[config.mk]
export PLATFORM = sky130hd
export DESIGN_NAME = pc_fetch
export DESIGN_NICKNAME = d
export VERILOG_FILES = /design/src/rtl/pc_fetch_pkg.sv /design/src/rtl/pc_fetch_if.sv /design/src/rtl/pc_fetch_bht.sv /design/src/rtl/pc_fetch.sv
export SDC_FILE = /design/constraint.sdc
export NUM_CORES = 1
export LEC_CHECK = 0
export ABC_AREA = 1
export CORE_ASPECT_RATIO = 0.9
export CORE_MARGIN = 2
export CORE_UTILIZATION = 50
export CTS_CLUSTER_DIAMETER = 30
export DETAILED_ROUTE_END_ITERATION = 6
export PLACE_DENSITY_LB_ADDON = 0.1
export SYNTH_ARGS = -nofsm -noshare
export SYNTH_HDL_FRONTEND = slang
export SYNTH_SLANG_ARGS = --single-unit
[constraint.sdc]
create_clock -name clk -period 3 [get_ports clk]
set_clock_uncertainty 0.15 [all_clocks]
set_input_delay 0.75 -clock clk [delete_from_list [all_inputs] [get_ports clk]]
set_output_delay 0.75 -clock clk [all_outputs]
set_load 0.02 [all_outputs]
[src/rtl/pc_fetch_pkg.sv]
// Shared definitions for the fetch stage: opcodes, BHT geometry, immediate decoders.
package pc_fetch_pkg;

    localparam logic [6:0] OP_BRANCH = 7'b1100011;
    localparam logic [6:0] OP_JAL    = 7'b1101111;
    localparam logic [6:0] OP_JALR   = 7'b1100111;

    localparam int         BHT_DEPTH = 16;
    localparam int         BHT_IDX_W = 4;
    localparam logic [1:0] BHT_RST   = 2'b01;

    // Where the next sequential-or-redirected fetch address comes from.
    typedef enum logic [1:0] {
        PRED_SEQ,
        PRED_JAL,
        PRED_BRANCH
    } pred_src_e;

    // Sign-extended J-type immediate.
    function automatic logic [31:0] imm_j(input logic [31:0] inst);
        return {{11{inst[31]}}, inst[31], inst[19:12], inst[20], inst[30:21], 1'b0};
    endfunction

    // Sign-extended B-type immediate.
    function automatic logic [31:0] imm_b(input logic [31:0] inst);
        return {{19{inst[31]}}, inst[31], inst[7], inst[30:25], inst[11:8], 1'b0};
    endfunction

endpackage

[src/rtl/pc_fetch_if.sv]
// Link between the fetch stage and its branch history table: one read port, one update port.
interface pc_fetch_if
    import pc_fetch_pkg::*;
();
    logic [BHT_IDX_W-1:0] rd_idx;
    logic [1:0]           rd_ctr;
    logic                 upd_en;
    logic [BHT_IDX_W-1:0] upd_idx;
    logic                 upd_taken;

    modport master (
        output rd_idx, upd_en, upd_idx, upd_taken,
        input  rd_ctr
    );

    modport slave (
        input  rd_idx, upd_en, upd_idx, upd_taken,
        output rd_ctr
    );
endinterface

[src/rtl/pc_fetch_bht.sv]
// Branch history table: 16 saturating 2-bit counters, asynchronous read, synchronous update.
module pc_bht
    import pc_fetch_pkg::*;
(
    input  logic     clk,
    input  logic     rst,
    pc_fetch_if.slave bht
);

    logic [1:0] ctr_q [BHT_DEPTH];
    logic [1:0] ctr_d [BHT_DEPTH];

    // The read port sees the registered value, so a same-cycle update is not yet visible.
    assign bht.rd_ctr = ctr_q[bht.rd_idx];

    // Saturating increment on taken, saturating decrement on not-taken.
    always_comb begin
        ctr_d = ctr_q;
        if (bht.upd_en) begin
            if (bht.upd_taken) begin
                if (ctr_q[bht.upd_idx] != 2'b11) begin
                    ctr_d[bht.upd_idx] = ctr_q[bht.upd_idx] + 2'b01;
                end
            end else begin
                if (ctr_q[bht.upd_idx] != 2'b00) begin
                    ctr_d[bht.upd_idx] = ctr_q[bht.upd_idx] - 2'b01;
                end
            end
        end
    end

    // Reset wipes all history back to weakly not-taken and drops any concurrent update.
    always_ff @(posedge clk) begin
        if (rst) begin
            for (int i = 0; i < BHT_DEPTH; i++) begin
                ctr_q[i] <= BHT_RST;
            end
        end else begin
            ctr_q <= ctr_d;
        end
    end

endmodule

[src/rtl/pc_fetch.sv]
// Fetch stage: PC register, next-PC selection and branch prediction.
// Macro PC_FETCH_BHT_EN selects a dynamic BHT; otherwise branches use static backward-taken.
module pc_fetch
    import pc_fetch_pkg::*;
(
    input  logic        clk,
    input  logic        rst,
    input  logic [5:0]  stall,
    input  logic        flush_i,
    input  logic [31:0] flushTarget_i,
    input  logic        bhtUpd_i,
    input  logic [31:0] bhtUpdPC_i,
    input  logic        bhtTaken_i,
    input  logic [31:0] instData_i,
    output logic [31:0] instAddr_o,
    output logic [31:0] ifPC,
    output logic [31:0] ifInst,
    output logic        Predict_o
);

    logic [31:0] pc_q;
    logic [31:0] pc_d;
    logic [31:0] pred_pc;
    pred_src_e   pred_src;

    pc_fetch_if bht_if ();

    assign bht_if.rd_idx    = pc_q[5:2];
    assign bht_if.upd_en    = bhtUpd_i;
    assign bht_if.upd_idx   = bhtUpdPC_i[5:2];
    assign bht_if.upd_taken = bhtTaken_i;

`ifdef PC_FETCH_BHT_EN
    pc_bht u_bht (
        .clk (clk),
        .rst (rst),
        .bht (bht_if)
    );
`else
    // Static rule expressed as a counter value: negative offset reads as weakly taken.
    assign bht_if.rd_ctr = instData_i[31] ? 2'b10 : BHT_RST;
`endif

    assign instAddr_o = pc_q;
    assign ifPC       = pc_q;
    assign ifInst     = instData_i;
    assign Predict_o  = (pred_src != PRED_SEQ) && !rst;

    // Decode the fetched word for a prediction, then choose the next PC by priority.
    always_comb begin
        pred_src = PRED_SEQ;
        pred_pc  = pc_q + 32'd4;
        case (instData_i[6:0])
            OP_JAL: begin
                pred_src = PRED_JAL;
                pred_pc  = pc_q + imm_j(instData_i);
            end
            OP_BRANCH: begin
                if (bht_if.rd_ctr[1]) begin
                    pred_src = PRED_BRANCH;
                    pred_pc  = pc_q + imm_b(instData_i);
                end
            end
            OP_JALR: begin
                pred_src = PRED_SEQ;
            end
            default: begin
                pred_src = PRED_SEQ;
            end
        endcase

        pc_d = pred_pc;
        if (flush_i) begin
            pc_d = flushTarget_i;
        end else if (stall[0]) begin
            pc_d = pc_q;
        end
    end

    // PC register with synchronous reset to address zero.
    always_ff @(posedge clk) begin
        if (rst) begin
            pc_q <= '0;
        end else begin
            pc_q <= pc_d;
        end
    end

endmodule

==> results of run 1 <==
-- final cells by class --
class,instances,area (sq um),area share [%]
flip-flops and latches,32,641,6.53
clock buffers,6,139,1.42
repair buffers,301,2720,27.7
well taps,168,210,2.14
clock inverters,2,15.0,0.153
inverters,204,766,7.80
multi-input cells,987,5320,54.3
-- per-layer routing --
layer / GRT usage [%] / share of wire, % / vias to the layer above / wire length [microns]
met2: 55.6 / 41 / 566 / 11700
met4: 14.5 / 4.0 / 4 / 1160
met5: 0 / 0.094 / - / 27
met3: 6.79 / 12 / 91 / 3490
li1: - / - / 4576 / -
met1: 53.0 / 43 / 4130 / 12400
-- worst max-delay path by stage --
stage                      to  slack, ns
finish               ifPC[23]       0.03
global route         ifPC[27]      -0.04
CTS                   ifPC[9]       0.01
detailed placement  Predict_o      -0.47
global placement    Predict_o      -0.42
floorplan           Predict_o       0.37
-- power by group through the flow --
stage | registers, mW | clock network, mW | logic [mW]
5_1_grt | 0.534 | 0.565 | 1.73
3_3_place_gp | 0.531 | 0 | 1.45
3_5_place_dp | 0.531 | 0 | 1.47
4_1_cts | 0.522 | 0.544 | 1.49
2_1_floorplan | 0.553 | 0 | 0.813
6_report | 0.533 | 0.548 | 1.60
-- cells in the mapped netlist, drive strengths merged (3+ instances only) --
cell type,number
o211ai,3
buf,74
nand2,446
a31oi,7
xnor2,5
o21ai,65
dfxtp,32
clkbuf,13
nand4,14
ha,44
o21bai,7
nand3,123
nor2,118
or2,6
a21oi,86
o22ai,5
inv,203
o31ai,4
and3,3
nand3b,9
xor2,8
nor3,19
-- worst reg2reg max path: stages (launching register included) --
cell	delay (ns)
dfxtp_1	0.62
ha_1	0.33
nand3_4	0.13
nor2_4	0.12
nand2_2	0.09
nor2_2	0.10
nand2_2	0.10
nor2_1	0.19
nand2_1	0.12
nand2_1	0.11
a21oi_1	0.08
nand2_1	0.06
nand3_1	0.11
nand2_1	0.10
a21oi_2	0.05
-- cell families (layout without fill, tap and decap cells) --
kind of cell	after synthesis	count (layout)	share of synthesized area, %
xor gates and xnor gates	13	13	1.64
AOI/OAI and AO/OA	185	185	14.7
DFF	32	32	9.22
adders and majority gates	46	46	8.50
buffers and inverters	291	513	19.8
and+or+nand+nor	743	743	46.2
-- stage by stage --
step	hold slack (ns)	setup WS [ns]	TNS, ns	area [sq um]	utilization [%]
6_report	0.400	0.0263	0	9810	72.9
5_1_grt	0.481	-0.0411	-0.0939	9810	72.9
4_1_cts	0.405	0.0105	0	9450	70.2
3_5_place_dp	0.385	-0.466	-7.11	9210	68.4
3_3_place_gp	0.373	-0.419	-5.97	9210	68.4
2_1_floorplan	0.465	0.366	0	6950	-
-- timing repair --
action                                 CTS  global route
cloned                                   1             0
pin swaps                                1            11
buffers inserted                         0             2
gates resized for setup                 26            76
endpoints found under the hold margin    0             0
setup endpoints to repair               17            23
==> flow_summary_export.csv, run 1 <==
group,metric,value,unit
clocking,htreeDepth,2,
logic_synthesis,ys.flop_type,"dfxtp_1",
timing,fin_crit_sh,99.1,%
final_layout,diodes,0,
logic_synthesis,avgSynthCellArea,5.31,sq um
detailed_routing,drc_errors,0,
die,io_pins,204,
worst_setup_path,r2r_slack,0.42,ns
worst_setup_path,worst_setup_path_end_kind,"flip-flop",
die,die-area,14900,sq um
global_routing,grt_first_pass_wirelength,42700,microns
detailed_routing,routed-via-count,9367,
power_and_ir_drop,power_frac_clock,20.4,%
power_and_ir_drop,p_per_area,273,nW/um^2
global_routing,grt_pass1_vias,8219,
logic_synthesis,synth_edf_count,0,
power_and_ir_drop,power,2.68,mW
placement,portBuffers,164,
global_routing,grt-ovfl-total,0,
timing,hold_viol,0,
worst_setup_path,worstPathCellList,"clkdlybuf4s50_1, ha_2, fa_2, nand2_1, nand3_2, nand3_1, nand2_1, nand2_1, nand2_1, nand2_1, nand3_1, nand3_1, nand2_1, a21oi_2",
die,core,13500,sq um
timing,setup_violations,0,
worst_hold_path,worstHoldStart,"ifPC[0]",
worst_setup_path,criticalPathCategory,"in2reg",
clocking,cts_buffers,5,
die,fp.dieH,116,microns
placement,dp_cells,1689,
logic_synthesis,synth.yosys.seq_area_share,9.22,%
clocking,cts_hold_buf,0,
power_and_ir_drop,swShare,44.2,%
logic_synthesis,netlist_area,6950,sq um
power_and_ir_drop,p_comb_share,59.6,%
worst_setup_path,worst-path-buf-inv,1,
final_layout,instances_no_fill,1700,
detailed_routing,drt_pass1_iterations,6,
logic_synthesis,synth.top_cells.by_area,"nand2_1, inv_1, dfxtp_1, nand3_1, ha_1",
flow_run,drv_cap,0,
worst_setup_path,crit_family,"simple AND/OR/NAND/NOR gates",
final_layout,layout_commonest_cell,"nand2_1",
timing,maxSlewViolCount,0,
placement,dp_hpwl,23500,microns
logic_synthesis,synth-async-reset-ratio,0,%
logic_synthesis,syn_nets,1463,
worst_hold_path,hold_path.class,"reg2reg",
worst_hold_path,worst_hold_path.endpoint,"ifPC[0]",
final_layout,largest_reg_flops,32,
logic_synthesis,yosysWarnings,0,
final_layout,layout_common_cells,"nand2_1, inv_1, clkdlybuf4s50_1",
global_routing,antenna_found_initial,2,
worst_setup_path,path_max_fanout,4,
clocking,clock_sinks,32,
clocking,cts-root-buf,"clkbuf_16",
worst_hold_path,worst_hold_path.num_cells,2,
logic_synthesis,synth_top_area_share,23.7,%
final_layout,layout.nets,1684,
worst_setup_path,crit_arrival,3.05,ns
worst_setup_path,slowest_delay,0.45,ns
clocking,cts.path.max_buffers,2,
worst_setup_path,slowest_stage,"clkdlybuf4s50_1",
final_layout,syn_to_final_growth,41.2,%
power_and_ir_drop,switchingPower,1.18,mW
logic_synthesis,ys_types,49,
clocking,clk_pin_slew,0.06,ns
timing,layout_min_cycle_time,2.97,ns
clocking,cts_tree,"done",
placement,gp_congestion,1.08,
clocking,clock_latency,0.29,ns
timing,fmax,336,MHz
power_and_ir_drop,leakage,4.89,nW
timing,worstMarginPinSlew,0.553,ns
run_status,status,"completed",
logic_synthesis,synth_seq_cells,32,
power_and_ir_drop,vdd_ir_drop_max,318,uV
worst_setup_path,r2r_cells,14,
worst_setup_path,worstSetupStartpointType,"primary input",
die,row_count,40,
detailed_routing,viasPerCell,5.51,
power_and_ir_drop,p_int,1.49,mW
worst_setup_path,timing.critical_path.mode_cell,"nand2_1",
worst_setup_path,crit_cells,14,
power_and_ir_drop,p_seq_share,19.9,%
final_layout,num-fill-cells,1183,
timing,relSlewSlack,62.8,%
detailed_routing,drt_iter0_drc,966,
die,start_util,51.6,%
timing,rsz0062_at_grt,"yes",
detailed_routing,wire_per_inst,16.9,microns
die,die_w,128,microns
worst_setup_path,cp.required,3.07,ns
global_routing,grt_use_total,37.2,%
final_layout,drive_above_1_share,17.5,%
logic_synthesis,postSynthCellCount,1310,
logic_synthesis,yosys.area.top_type,"nand2_1",
worst_setup_path,rr_endpoint,"ifPC[22]",
detailed_routing,routed_wirelength,28800,microns
worst_setup_path,reg2reg_from,"ifPC[2]",
global_routing,grt_max_degree,29,
detailed_routing,antenna_left,0,
worst_setup_path,crit_start,"instData_i[21]",
Power figures use the tool's default switching activity.
==> run 2: changes to the inputs <==
Settings changed: CORE_MARGIN 2 to 3.
==> flow_summary_export.csv, run 2 (synthesis gave the netlist of run 1 again) <==
group,metric,value,unit
global_routing,grt_max_degree,29,
worst_hold_path,worst_hold_path.endpoint,"ifPC[0]",
placement,gp_congestion,1.02,
power_and_ir_drop,leakage,4.89,nW
power_and_ir_drop,power,2.80,mW
worst_hold_path,worstHoldStart,"ifPC[0]",
detailed_routing,wire_per_inst,17.7,microns
timing,setup_violations,0,
flow_run,drv_cap,0,
detailed_routing,antenna_left,0,
die,die-area,15400,sq um
placement,dp_hpwl,24200,microns
worst_setup_path,crit_arrival,2.02,ns
timing,worstMarginPinSlew,0.639,ns
power_and_ir_drop,switchingPower,1.19,mW
die,row_count,40,
worst_hold_path,worst_hold_path.num_cells,2,
clocking,clock_latency,0.28,ns
clocking,cts_tree,"done",
timing,layout_min_cycle_time,2.92,ns
detailed_routing,drt_pass1_iterations,6,
worst_setup_path,path_max_fanout,2,
die,fp.dieH,118,microns
worst_setup_path,reg2reg_from,"ifPC[2]",
timing,hold-worst-slack,0.416,ns
final_layout,layout_common_cells,"nand2_1, inv_1, clkdlybuf4s50_1",
timing,relSlewSlack,57.3,%
detailed_routing,viasPerCell,5.60,
detailed_routing,drc_errors,0,
worst_setup_path,r2r_slack,0.30,ns
die,io_pins,204,
timing,rsz0062_at_grt,"yes",
timing,fmax,342,MHz
final_layout,fin_area,9860,sq um
clocking,htreeDepth,2,
power_and_ir_drop,p_seq_share,19.2,%
worst_setup_path,criticalPathCategory,"in2out",
timing,fin_crit_sh,97.4,%
power_and_ir_drop,p_comb_share,57.8,%
worst_setup_path,worstSetupStartpointType,"primary input",
run_status,status,"completed",
global_routing,grt_use_total,37.1,%
power_and_ir_drop,vdd_ir_drop_max,252,uV
timing,maxSlewViolCount,0,
final_layout,layout_commonest_cell,"nand2_1",
power_and_ir_drop,swShare,42.5,%
global_routing,grt_pass1_vias,8690,
global_routing,grt-ovfl-total,0,
global_routing,antenna_found_initial,0,
worst_setup_path,r2r_cells,14,
detailed_routing,routed-via-count,9494,
worst_hold_path,hold_path.class,"reg2reg",
power_and_ir_drop,p_per_area,284,nW/um^2
global_routing,grt_first_pass_wirelength,44800,microns
die,core,13500,sq um
clocking,clk_pin_slew,0.06,ns
final_layout,drive_above_1_share,18.3,%
power_and_ir_drop,power_frac_clock,23.0,%
worst_setup_path,cp.required,2.10,ns
placement,place_area,9190,sq um
clocking,cts.path.max_buffers,2,
placement,portBuffers,164,
power_and_ir_drop,p_int,1.61,mW
detailed_routing,drt_iter0_drc,1205,
clocking,cts-root-buf,"clkbuf_16",
worst_setup_path,worst_setup_path_end_kind,"output pin",
die,die_w,130,microns
worst_setup_path,rr_endpoint,"ifPC[22]",
die,start_util,51.6,%
final_layout,syn_to_final_growth,41.9,%
final_layout,diodes,0,
final_layout,largest_reg_flops,32,
clocking,cts_buffers,5,
detailed_routing,routed_wirelength,30000,microns
clocking,clock_sinks,32,
timing,hold_viol,0,
final_layout,layout.nets,1680,
## run 2: worst max path at each step
stage | from | endpoint | slack [ns] | depth (start not counted)
floorplan | instData_i[4] | Predict_o | 0.37 | 7
finish | instData_i[9] | ifInst[9] | 0.08 | 3
global route | instData_i[12] | ifPC[27] | -0.05 | 17
global placement | instData_i[0] | Predict_o | -0.38 | 8
CTS | instData_i[4] | Predict_o | -0.01 | 8
detailed placement | instData_i[0] | Predict_o | -0.46 | 8
## run 2: cell type report
class,count,area (sq um)
sequential,32,641
fill,1172,3600
multi-input combinational,987,5390
clock inverter,1,30.0
clock buffer,7,153
tap,168,210
timing repair buffer,297,2670
inverter,204,766
## run 2: power groups by stage
| stage | clock, mW | combinational (mW) | sequential (mW) |
|---|---|---|---|
| 2_1_floorplan | 0 | 0.813 | 0.553 |
| 3_3_place_gp | 0 | 1.46 | 0.535 |
| 3_5_place_dp | 0 | 1.48 | 0.535 |
| 4_1_cts | 0.640 | 1.50 | 0.528 |
| 5_1_grt | 0.653 | 1.76 | 0.540 |
| 6_report | 0.643 | 1.62 | 0.538 |
## run 2: repair_timing
action,in CTS,in global routing
pin swaps,0,14
hold buffers,0,0
endpoints found under the setup margin,17,25
setup buffers,0,2
gates resized for setup,23,98
## run 2: critical path, stage by stage
cell             delay [ns]
clkdlybuf4s50_1        0.53
buf_4                  0.14
clkdlybuf4s50_1        0.61
## run 2: through the flow
step	util, %	TNS [ns]	setup slack [ns]	std cells
after floorplan	-	0	0.366	1310
after global placement	68.3	-6.57	-0.382	1686
after detailed placement	68.3	-7.37	-0.459	1686
after CTS	70.1	-0.0135	-0.0135	1694
after global routing	73.2	-0.147	-0.0478	1696
final	73.2	0	0.0775	1696
## run 2: per-layer routing
layer  track usage, %  vias to the layer above  wire length, microns
met3             8.35                       83                  3620
met5                0                        -                     0
met4             11.9                        0                  1110
met2             55.8                      573                 12600
met1             52.3                     4283                 12600
li1                 -                     4555                     -
==> run 3: changes to the inputs <==
Settings changed: CORE_UTILIZATION 50 to 45.
Clock period 3 ns to 2.5 ns, I/O delays scaled along.
==> flow_summary_export.csv, run 3 (synthesis gave the netlist of run 1 again) <==
group,metric,value,unit
run_status,status,"finished, violations left",
run_status,violations,"DRC, setup timing",
detailed_routing,wire_per_inst,19.5,microns
detailed_routing,antenna_left,0,
global_routing,grt-ovfl-total,0,
timing,fin_crit_sh,101,%
final_layout,fin_area,11300,sq um
final_layout,layout_common_cells,"nand2_1, buf_4, inv_1",
final_layout,layout_commonest_cell,"nand2_1",
detailed_routing,viasPerCell,5.68,
clocking,cts-root-buf,"clkbuf_16",
detailed_routing,routed_wirelength,34900,microns
final_layout,utilization,75.9,%
clocking,clock_latency,0.29,ns
worst_setup_path,timing.critical_path.mode_cell,"nand3_1",
die,die-area,17000,sq um
clocking,clk_pin_slew,0.06,ns
global_routing,grt_pass1_vias,9044,
detailed_routing,routed-via-count,10200,
power_and_ir_drop,vdd_ir_drop_max,335,uV
final_layout,layout.nets,1743,
flow_run,drv_cap,0,
final_layout,syn_to_final_growth,63.0,%
clocking,cts_buffers,5,
global_routing,antenna_found_initial,0,
power_and_ir_drop,power,3.87,mW
global_routing,grt_max_degree,29,
worst_setup_path,cp.required,2.57,ns
worst_setup_path,slowest_stage,"ha_4",
clocking,clock_sinks,32,
worst_setup_path,worst_setup_path_end_kind,"flip-flop",
detailed_routing,drt_iter0_drc,1359,
detailed_routing,drc_errors,26,
clocking,cts_tree,"done",
timing,fmax,396,MHz
timing,tns,-0.0326,ns
power_and_ir_drop,leakage,5.36,nW
global_routing,grt_first_pass_wirelength,48700,microns
timing,layout_min_cycle_time,2.53,ns
worst_setup_path,worstSetupStartpointType,"primary input",
placement,gp_congestion,1.05,
detailed_routing,drt_pass1_iterations,7,
power_and_ir_drop,p_per_area,342,nW/um^2
worst_setup_path,criticalPathCategory,"in2reg",
timing,rsz0062_at_grt,"yes",
worst_setup_path,worstPathCellList,"dlygate4sd2_1, ha_4, buf_4, nand2_2, inv_1, nand2_1, buf_4, nor3_1, nand2_2, nand3_1, nand3_1, nand3_1, nand2_1, a21oi_2",
placement,dp_hpwl,25300,microns
die,io_pins,204,
worst_setup_path,worst-path-buf-inv,4,
die,die_w,137,microns
worst_setup_path,slowest_delay,0.29,ns
timing,setup_violations,2,
placement,portBuffers,164,
die,start_util,46.6,%
worst_setup_path,crit_family,"simple AND/OR/NAND/NOR gates",
final_layout,drive_above_1_share,33.1,%
worst_hold_path,hold_path.class,"reg2reg",
final_layout,largest_reg_flops,32,
timing,relSlewSlack,64.7,%
timing,hold_viol,0,
clocking,cts.path.max_buffers,2,
timing,setup_ws,-0.0266,ns
die,row_count,42,
placement,place_area,9610,sq um
clocking,htreeDepth,2,
final_layout,diodes,0,
worst_setup_path,crit_arrival,2.60,ns
die,fp.dieH,124,microns
timing,maxSlewViolCount,0,
timing,worstMarginPinSlew,0.524,ns
die,core,14900,sq um
worst_setup_path,path_max_fanout,3,
global_routing,grt_use_total,37.4,%
-- run 3: cell types whose count changed in the layout (fill, tap and decap cells not counted), moves of 18 or more --
cell and delta:
a21oi_1 -23, a21oi_2 +18, buf_4 +58, clkdlybuf4s50_1 -28
dlygate4sd2_1 +23, ha_1 -24, ha_4 +26, nand2_1 -61
nand2_2 +44, nor2_1 -28
-- run 3: repair_timing --
item                                    4_1_cts  5_1_grt
endpoints found under the hold margin         0        0
endpoints found under the setup margin       43       29
setup buffers                                 9        8
hold buffers                                  0        0
gates cloned                                  1        0
pin swaps                                    38       82
gates resized for setup                     178      219
-- run 3: worst paths after layout --
kind                  startpoint  cells past startpoint  slack [ns]  endpoint
setup / recovery  instData_i[19]                     14       -0.03  ifPC[29]
hold / removal           ifPC[0]                      2        0.40   ifPC[0]
hold reg to reg          ifPC[0]                      2        0.40   ifPC[0]
setup reg to reg        ifPC[16]                     13        0.01  ifPC[23]
-- run 3: layout make-up --
cell class	count	area (sq um)
Clock buffer	7	153
Clock inverter	1	30.0
Fill cell	1159	3600
Inverter	204	768
Multi-Input combinational cell	987	6340
Sequential cell	32	652
Tap cell	198	248
Timing Repair Buffer	360	3140
-- run 3: worst min-delay path: cells and delay by family (launching register included) --
kind	cells	cell delay [ns]
AND/OR/NAND/NOR	1	0.07
flip-flops	1	0.35
AO/OA/AOI/OAI	1	0.09
-- run 3: routing by layer --
metal | part of all wire (%) | wire length (microns) | global-route usage, % | vias up
li1 | - | - | - | 4699
met2 | 42 | 14700 | 57.1 | 729
met3 | 13 | 4680 | 8.40 | 162
met5 | 0 | 0 | 0 | -
met1 | 39 | 13600 | 52.1 | 4577
met4 | 5.5 | 1900 | 12.8 | 0
-- run 3: power by group --
part           total (mW)  switching [mW]  internal, mW
sequential          0.640          0.0896         0.550
combinational        2.43            1.35          1.08
clock               0.804           0.278         0.526
-- run 3: through the flow --
step / hold WS (ns) / std cells / worst slack [ns]
after global routing: 0.418 / 1789 / -0.102
after global placement: 0.373 / 1763 / -0.736
after floorplan: 0.465 / 1310 / 0.0681
final: 0.397 / 1789 / -0.0266
after detailed placement: 0.371 / 1763 / -0.762
after CTS: 0.395 / 1781 / 0.000484
